[src/rtl/seg_scan_scheduler_if.sv]
// rtl/seg_scan_scheduler_if.sv - digit scan control and display bus between counters, scheduler and decoder
interface seg_scan_scheduler_if #(
    parameter int NUM_DIGITS = 4
);
    logic                    enable;
    logic                    load;
    logic [4*NUM_DIGITS-1:0] digits_in;
    logic [NUM_DIGITS-1:0]   blank_mask;
    logic [3:0]              digit_code;
    logic [NUM_DIGITS-1:0]   digit_sel;
    logic                    seg_blank;
    logic                    frame_done;
    logic                    load_ack;

    modport master (
        output enable, load, digits_in, blank_mask,
        input  digit_code, digit_sel, seg_blank, frame_done, load_ack
    );

    modport slave (
        input  enable, load, digits_in, blank_mask,
        output digit_code, digit_sel, seg_blank, frame_done, load_ack
    );
endinterface

[src/rtl/seg_scan_scheduler.sv]
// rtl/seg_scan_scheduler.sv - multiplexed digit scan scheduler with blanking gaps and frame-synchronous updates
module seg_scan_scheduler #(
    parameter int NUM_DIGITS = 4,
    parameter int DWELL_CYC  = 250,
    parameter int BLANK_CYC  = 8
) (
    input  logic                clk,
    input  logic                reset,
    seg_scan_scheduler_if.slave bus
);
    localparam int TMAX = (DWELL_CYC > BLANK_CYC) ? DWELL_CYC : BLANK_CYC;
    localparam int TW   = (TMAX > 1) ? $clog2(TMAX) : 1;
    localparam int IW   = $clog2(NUM_DIGITS);
    localparam logic [TW-1:0] DWELL_LAST = TW'(DWELL_CYC - 1);
    localparam logic [TW-1:0] BLANK_LAST = TW'(BLANK_CYC - 1);
    localparam logic [IW-1:0] IDX_LAST   = IW'(NUM_DIGITS - 1);

    typedef enum logic [1:0] {ST_IDLE, ST_BLANK, ST_SHOW} state_t;

    state_t                     state;
    logic [IW-1:0]              idx;
    logic [TW-1:0]              timer;
    logic [NUM_DIGITS-1:0][3:0] shadow;
    logic [NUM_DIGITS-1:0][3:0] pending;
    logic                       pend_v;
    logic [3:0]                 digit_code;
    logic [NUM_DIGITS-1:0]      digit_sel;
    logic                       seg_blank;
    logic                       frame_done;
    logic                       load_ack;

    always_ff @(posedge clk) begin
        if (reset) begin
            state      <= ST_IDLE;
            idx        <= '0;
            timer      <= '0;
            shadow     <= '0;
            pending    <= '0;
            pend_v     <= 1'b0;
            digit_code <= 4'h0;
            digit_sel  <= '0;
            seg_blank  <= 1'b1;
            frame_done <= 1'b0;
            load_ack   <= 1'b0;
        end else begin
            frame_done <= 1'b0;
            load_ack   <= 1'b0;
            // Apply branches below override this capture when load lands on an apply cycle.
            if (bus.load) begin
                pending <= bus.digits_in;
                pend_v  <= 1'b1;
            end
            if (state != ST_IDLE && !bus.enable) begin
                state      <= ST_IDLE;
                idx        <= '0;
                timer      <= '0;
                digit_sel  <= '0;
                seg_blank  <= 1'b1;
                digit_code <= 4'h0;
            end else begin
                case (state)
                    ST_IDLE: begin
                        digit_sel  <= '0;
                        seg_blank  <= 1'b1;
                        digit_code <= 4'h0;
                        if (pend_v) begin
                            shadow   <= bus.load ? bus.digits_in : pending;
                            pend_v   <= 1'b0;
                            load_ack <= 1'b1;
                        end
                        if (bus.enable) begin
                            state <= ST_BLANK;
                            idx   <= '0;
                            timer <= '0;
                        end
                    end
                    ST_BLANK: begin
                        if (timer == BLANK_LAST) begin
                            state      <= ST_SHOW;
                            timer      <= '0;
                            digit_sel  <= NUM_DIGITS'(1) << idx;
                            digit_code <= shadow[idx];
                            seg_blank  <= bus.blank_mask[idx];
                        end else begin
                            timer <= timer + TW'(1);
                        end
                    end
                    ST_SHOW: begin
                        seg_blank <= bus.blank_mask[idx];
                        if (timer == DWELL_LAST) begin
                            state      <= ST_BLANK;
                            timer      <= '0;
                            digit_sel  <= '0;
                            seg_blank  <= 1'b1;
                            digit_code <= 4'h0;
                            if (idx == IDX_LAST) begin
                                // Frame boundary: the only point where the visible digits may change.
                                idx        <= '0;
                                frame_done <= 1'b1;
                                if (bus.load || pend_v) begin
                                    shadow   <= bus.load ? bus.digits_in : pending;
                                    pend_v   <= 1'b0;
                                    load_ack <= 1'b1;
                                end
                            end else begin
                                idx <= idx + IW'(1);
                            end
                        end else begin
                            timer <= timer + TW'(1);
                        end
                    end
                    default: state <= ST_IDLE;
                endcase
            end
        end
    end

    assign bus.digit_code = digit_code;
    assign bus.digit_sel  = digit_sel;
    assign bus.seg_blank  = seg_blank;
    assign bus.frame_done = frame_done;
    assign bus.load_ack   = load_ack;
endmodule

[src/flat_wrapper.sv]
// flat-port wrapper written by rule: the top's interface ports become plain ports
module seg_scan_scheduler_flat 
#(
    parameter int NUM_DIGITS = 4,
    parameter int DWELL_CYC  = 250,
    parameter int BLANK_CYC  = 8
)
  (clk, reset, bus_enable, bus_load, bus_digits_in, bus_blank_mask, bus_digit_code, bus_digit_sel, bus_seg_blank, bus_frame_done, bus_load_ack);
  seg_scan_scheduler_if #(.NUM_DIGITS(NUM_DIGITS)) bus_i ();
  input  logic clk;
  input  logic reset;
  input wire logic [$bits(bus_i.enable)-1:0] bus_enable;
  input wire logic [$bits(bus_i.load)-1:0] bus_load;
  input wire logic [$bits(bus_i.digits_in)-1:0] bus_digits_in;
  input wire logic [$bits(bus_i.blank_mask)-1:0] bus_blank_mask;
  output wire logic [$bits(bus_i.digit_code)-1:0] bus_digit_code;
  output wire logic [$bits(bus_i.digit_sel)-1:0] bus_digit_sel;
  output wire logic [$bits(bus_i.seg_blank)-1:0] bus_seg_blank;
  output wire logic [$bits(bus_i.frame_done)-1:0] bus_frame_done;
  output wire logic [$bits(bus_i.load_ack)-1:0] bus_load_ack;
  assign bus_i.enable = bus_enable;
  assign bus_i.load = bus_load;
  assign bus_i.digits_in = bus_digits_in;
  assign bus_i.blank_mask = bus_blank_mask;
  assign bus_digit_code = bus_i.digit_code;
  assign bus_digit_sel = bus_i.digit_sel;
  assign bus_seg_blank = bus_i.seg_blank;
  assign bus_frame_done = bus_i.frame_done;
  assign bus_load_ack = bus_i.load_ack;
  seg_scan_scheduler #(.NUM_DIGITS(NUM_DIGITS), .DWELL_CYC(DWELL_CYC), .BLANK_CYC(BLANK_CYC)) u_core (.clk(clk), .reset(reset), .bus(bus_i));
endmodule
[config.mk]
export PLATFORM = sky130hd
export DESIGN_NAME = seg_scan_scheduler_flat
export DESIGN_NICKNAME = d
export VERILOG_FILES = /design/src/rtl/seg_scan_scheduler_if.sv /design/src/rtl/seg_scan_scheduler.sv /design/src/flat_wrapper.sv
export SDC_FILE = /design/constraint.sdc
export NUM_CORES = 1
export LEC_CHECK = 0
export BUFFER_PORTS_ARGS = -buffer_cell sky130_fd_sc_hd__buf_4
export CAP_MARGIN = 10
export CORE_ASPECT_RATIO = 0.9
export CORE_MARGIN = 8
export CORE_UTILIZATION = 51
export DETAILED_ROUTE_END_ITERATION = 16
export PLACE_DENSITY_LB_ADDON = 0.12
export SLEW_MARGIN = 20
export SYNTH_ARGS = -nofsm -noshare
export SYNTH_HDL_FRONTEND = slang
export SYNTH_SLANG_ARGS = --single-unit
[constraint.sdc]
create_clock -name clk -period 1.79 [get_ports clk]
set_input_delay 0.0895 -clock clk [delete_from_list [all_inputs] [get_ports clk]]
set_output_delay 0.0895 -clock clk [all_outputs]
set_load 0.05 [all_outputs]
After elaboration in Yosys (flattened, before gate mapping)
Index checks and enable logic that the tools add are counted.
{ "word_totals": {"reg_bits": 56, "wordCells": 93, "output_inout_bits": 11} }
{ "op_classes": {"bitwise": 3, "n_mux": 43, "n_shift": 1, "n_reduce_logical": 15, "add_sub_neg": 2, "n_lt_le_gt_ge": 1, "n_eq_ne": 11} }
{ "op_table": {"columns": ["op", "count"], "rows": [
  ["16-bit 2-to-1 mux", 5],
  ["16-bit case mux with 2 select lines", 1],
  ["8-bit 2-to-1 mux", 3],
  ["4-bit case mux with 3 select lines", 2],
  ["8-bit case mux with 3 select lines", 1],
  ["4-bit 2-to-1 mux", 4],
  ["1-bit 2-to-1 mux", 14],
  ["2-bit 2-to-1 mux", 6],
  ["2-bit by 1-bit inequality test with 1-bit output, second input constant", 5],
  ["3-bit AND reduction", 3],
  ["8-bit by 1-bit adder with 8-bit output, second input constant", 1],
  ["4-bit binary-select mux with 2-bit select", 1],
  ["8-bit by 3-bit equality test with 1-bit output, second input constant", 1],
  ["8-bit equality test, second input constant", 1],
  ["2-bit case mux with 3 select lines", 1],
  ["6-bit AND reduction", 1],
  ["2-bit equality test, second input constant", 2],
  ["1-bit case mux with 2 select lines", 2],
  ["2-bit case mux with 2 select lines", 1],
  ["2-bit AND reduction", 2],
  ["2-bit nonzero test", 2],
  ["4-bit OR reduction", 1],
  ["1-bit by 2-bit << shifter with 4-bit output, first input constant", 1],
  ["2-bit by 3-bit < comparator with 1-bit output, second input constant", 1],
  ["12 further kinds", 14]
]} }

Logic depth before layout (Yosys ltp)
{ "depth": {"ltp_word": 6, "depth_mapped": 8, "depth_no_buf": 7} }

Least setup slack after synthesis
No wires, ideal clock.
{ "synth_timing": {"path_type": "register to register", "from": "register u_core.state[0]", "to": "register u_core.shadow[1] in the netlist's numbering", "required_time_ns": 1.669, "period_less_slack_ns": 1.847, "arrival_time_ns": 1.726, "setup_ns": 0.121, "stages_incl_launch_ff": 9, "slack_ns": -0.057, "path_cell_list": "dfxtp_1 > inv_1 > ha_1 > inv_1 > a21oi_1 > o21ai_0 > a21oi_4 > buf_6 > mux2_2"} }
{ "synth_between": {"elab_chain_len": 4} }
{ "synth_rtl": {"columns": ["item", "line", "rtl"], "rows": [
  ["start: declaration", "seg_scan_scheduler.sv:20", "state_t state;"],
  ["start signal: assignment", "seg_scan_scheduler.sv:34", "state <= ST_IDLE;"],
  ["start signal: assignment", "seg_scan_scheduler.sv:54", "state <= ST_IDLE;"],
  ["start signal: assignment", "seg_scan_scheduler.sv:72", "state <= ST_BLANK;"],
  ["parallel branches: the longest is 4 deep, another holds 6-bit AND reduction", null, null],
  ["end signal: assignment", "seg_scan_scheduler.sv:67", "shadow <= bus.load ? bus.digits_in : pending;"],
  ["end signal: assignment", "seg_scan_scheduler.sv:101", "shadow <= bus.load ? bus.digits_in : pending;"],
  ["end: declaration", "seg_scan_scheduler.sv:23", "logic [NUM_DIGITS-1:0][3:0] shadow;"]
]} }
Parallel ways; which one is timed is not known.
A chain may end at the register's enable or synchronous reset.

Final worst setup path
{ "layout_timing": {"from": "register u_core.timer[3]", "to": "register u_core.digit_code[1] (netlist: u_core.bus.digit_code[1])"} }
{ "layout_between": {"elab_chain_len": 3} }
{ "layout_rtl": {"columns": ["item", "line", "rtl"], "rows": [
  ["start: declaration", "seg_scan_scheduler.sv:22", "logic [TW-1:0] timer;"],
  ["start signal: assignment", "seg_scan_scheduler.sv:85", "timer <= timer + TW'(1);"],
  ["start signal: assignment", "seg_scan_scheduler.sv:109", "timer <= timer + TW'(1);"],
  ["8-bit by 3-bit equality test with 1-bit output or 8-bit equality test (tied branches)", "seg_scan_scheduler.sv:78, seg_scan_scheduler.sv:90", null],
  ["2-bit by 1-bit inequality test with 1-bit output (no source line)", null, null],
  ["3-bit AND reduction (no source line) *", null, null],
  ["end signal: assignment", "seg_scan_scheduler.sv:82", "digit_code <= shadow[idx];"],
  ["end: declaration", "seg_scan_scheduler.sv:26", "logic [3:0] digit_code;"]
]} }
Every way passes the cells marked *; elsewhere a longest branch is shown, timed or not.

==> impl_metrics.tcl <==
set metrics [dict create \
    fin_nets 362 \
    synth_mux_area_frac 0.184 \
    hold_viol 0 \
    p_per_area_mw_per_mm2 1030 \
    io_buffers 34 \
    start_kind "register" \
    synthArstFlopShare 0 \
    grt_usage 0.149 \
    syn-num-nets 311 \
    crit_required_ns 2.00 \
    fin_skew_ns 0.00810 \
    cts_buffers 5 \
    syn_inst 276 \
    worstHoldEndpoint "u_core.pending[10]" \
    slowest_stage "or4_4" \
    cts.sinks 56 \
    cpPeakStageDelay_ns 0.54 \
    worstSetupPathType "reg2reg" \
    tns_ns 0 \
    slew_viol_final 0 \
    ys.warnings.count 0 \
    setup_viol_count_final 0 \
    grt_first_pass_wirelength_um 9600 \
    worst_ep_arrival_time_ns 1.99 \
    cp.buffers_inverters 0 \
    synthAdderAreaFrac 0.0517 \
    clock_latency_ns 0.31 \
    ys_types 42 \
    die_h_um 84.5 \
    gr-usage-met1 0.187 \
    end_kind "register" \
    dieArea_mm2 0.00779 \
    synthToLayoutAreaGrowth_pct 20.7 \
    seq_area_mm2 0.00112 \
    wire_per_inst_um 13.8 \
    critPathMaxFanout 8 \
    synth_seq_cells 56 \
    core.rowCount 25 \
    grt_pass1_vias 2021 \
    path_clk_slew_ns 0.10 \
    worstHoldStart "bus_digits_in[10]" \
    synth_compound_area_frac 0.0963 \
    fin_crit_sh 0.991 \
    synthSimpleGateAreaFrac 0.206 \
    use_met2 0.240 \
    status "complete, no violations" \
    place_hpwl_um 4120 \
    clockBufferDepth 2 \
    ys_seq_area_frac 0.421 \
    fin_crit_ns 1.77 \
    ir_drop_uv 760 \
    initial_utilization 0.519 \
    htreeDepth 2 \
    synth_xor_xnor_area_share 0 \
    crit_family "simple AND/OR/NAND/NOR gates" \
    grt_busiest_layer "met2" \
    cap_violations 0 \
    final_util 0.626 \
    timing.slew.headroom 0.707 \
    rsz0062_at_grt "true" \
    critical_path.cell_chain "or4_4 > o31ai_4 > nand3_1 > nand2_1 > a21oi_1" \
    max_freq_mhz 564 \
    gp_congestion 0.801 \
    min_path_type "in2reg" \
    r2r_end "u_core.bus.digit_code[1]" \
    drt-vias-per-instance 5.23 \
    insertedDiodeCount 0 \
    cts_root_buf "clkbuf_8" \
    ant_nets 0 \
    synth_top_area_frac 0.421 \
    synth_edf_count 0 \
    netlist_top_cells_area "dfxtp_1 (42%), mux2i_1 (6.4%), ha_1 (5.2%)" \
    whs_path_depth 3 \
    r2r-start "u_core.timer[3]" \
    grt.overflow.total 0 \
    cts_setup_buffers 0 \
    drc 0 \
    dieWidth_um 92.2 \
    drt_first_pass_iters 4 \
    syn_area_mm2 0.00266 \
    boundaryPins 35 \
    core_area_mm2 0.00513 \
    routed_wl_um 5470 \
    p_leak_nw 1.38 \
    grt_max_degree 32 \
    cts_tree "done" \
    antenna_found_initial 0 \
    final_layout_size_suffix_gt1_frac 0.305 \
    yosys.area.top_type "dfxtp_1" \
    synth_flop_cell "dfxtp_1" \
    met3_usage 0.0526 \
    first_iter_violations 90 \
    worstMarginPinSlew_ns 0.437 \
    layout_common_cells "buf_4 (55), dfxtp_1 (55), nor2_1 (31)" \
    fillCellCount 468 \
    synth_top_family_by_area "simple AND/OR/NAND/NOR gates" \
    rr_worst_depth 5 \
    synth_area_per_cell_um2 9.65 \
    multi_input_area_mm2 0.00144 \
    vias 2067 \
    r2r_setup_slack_ns 0.02 \
]
[state kept, by name, indices dropped and copies added, names as in the netlist]
signal	count
u_core.pending	16
u_core.bus.seg_blank	1
u_core.shadow	16
u_core.idx	2
u_core.timer	8
u_core.pend_v	1
u_core.bus.load_ack	1
u_core.bus.frame_done	1
u_core.bus.digit_code	4
u_core.bus.digit_sel	4
u_core.state	2
[how the worst max path moves through the flow]
stage / slack, ns / cells past startpoint / start / endpoint
finish: 0.02 / 5 / u_core.timer[3] / u_core.bus.digit_code[1]
global route: -0.12 / 7 / u_core.state[0] / u_core.timer[4]
CTS: 0.0002 / 5 / u_core.timer[3] / u_core.bus.digit_code[1]
detailed placement: -0.02 / 5 / u_core.timer[3] / u_core.bus.digit_code[1]
global placement: 0.009 / 5 / u_core.timer[3] / u_core.bus.digit_sel[2]
floorplan: 0.003 / 7 / u_core.timer[1] / u_core.shadow[1]
[synthesized netlist by cell type (all sizes together), types with 2 or more instances]
master / instances
nor2b: 16
nor2: 31
ha: 11
o21ai: 6
and3: 3
or2: 2
mux2: 16
and4: 2
buf: 6
dfxtp: 56
a31oi: 3
or4: 2
nand2: 29
clkbuf: 7
nor3: 5
mux2i: 17
nand4: 2
inv: 9
a21oi: 16
mux4: 5
nand3: 16
[tightest hold or removal path, stage by stage]
cell and delay (ns):
buf_4 0.08, mux2i_1 0.05, nor2_1 0.10
[repair_timing]
action	4_1_cts	5_1_grt
pin swaps	0	0
hold endpoints to repair	2	0
endpoints found under the setup margin	8	30
gates resized for setup	1	2
hold buffers	1	0
[cells by family (layout without fill, tap and decap cells)]
| family | Yosys count | count (layout) |
|---|---|---|
| flip-flops | 56 | 56 |
| adder cells (fa/ha/maj) | 11 | 11 |
| AND/OR/NAND/NOR | 113 | 113 |
| buffers and inverters | 22 | 74 |
| multiplexers | 38 | 38 |
| AO/OA/AOI/OAI | 36 | 36 |
[per-layer routing]
layer  vias up  share of wire
met1       960           0.46
met3         7          0.057
met5         -              0
met2        33           0.47
met4         0          0.012
li1       1067              -
[power breakdown]
part | switching, W | internal [W]
Sequential | 0.0000657 | 0.00136
Combinational | 0.000661 | 0.000516
Clock | 0.000426 | 0.000279
Total | 0.00115 | 0.00216
[layout make-up]
type,instances,share of cell area
Clock inverter,3,0.00662
Inverter,9,0.0105
Timing Repair Buffer,57,0.138
Tap cell,67,0.0261
Clock buffer,5,0.0214
Sequential cell,56,0.349
Multi-Input combinational cell,198,0.448
[through the flow]
step                power, W  worst slack [ns]  std cells  hold slack (ns)  instance area [µm²]
global route         0.00353            -0.115        395           0.0652                 3210
floorplan            0.00230           0.00290        276            0.268                 2670
finish               0.00331            0.0154        395           0.0447                 3210
detailed placement   0.00263           -0.0189        386            0.329                 3110
CTS                  0.00335          0.000163        395           0.0420                 3210
global placement     0.00262           0.00934        386            0.313                 3110
No activity file was read; power rests on OpenSTA's default activity.
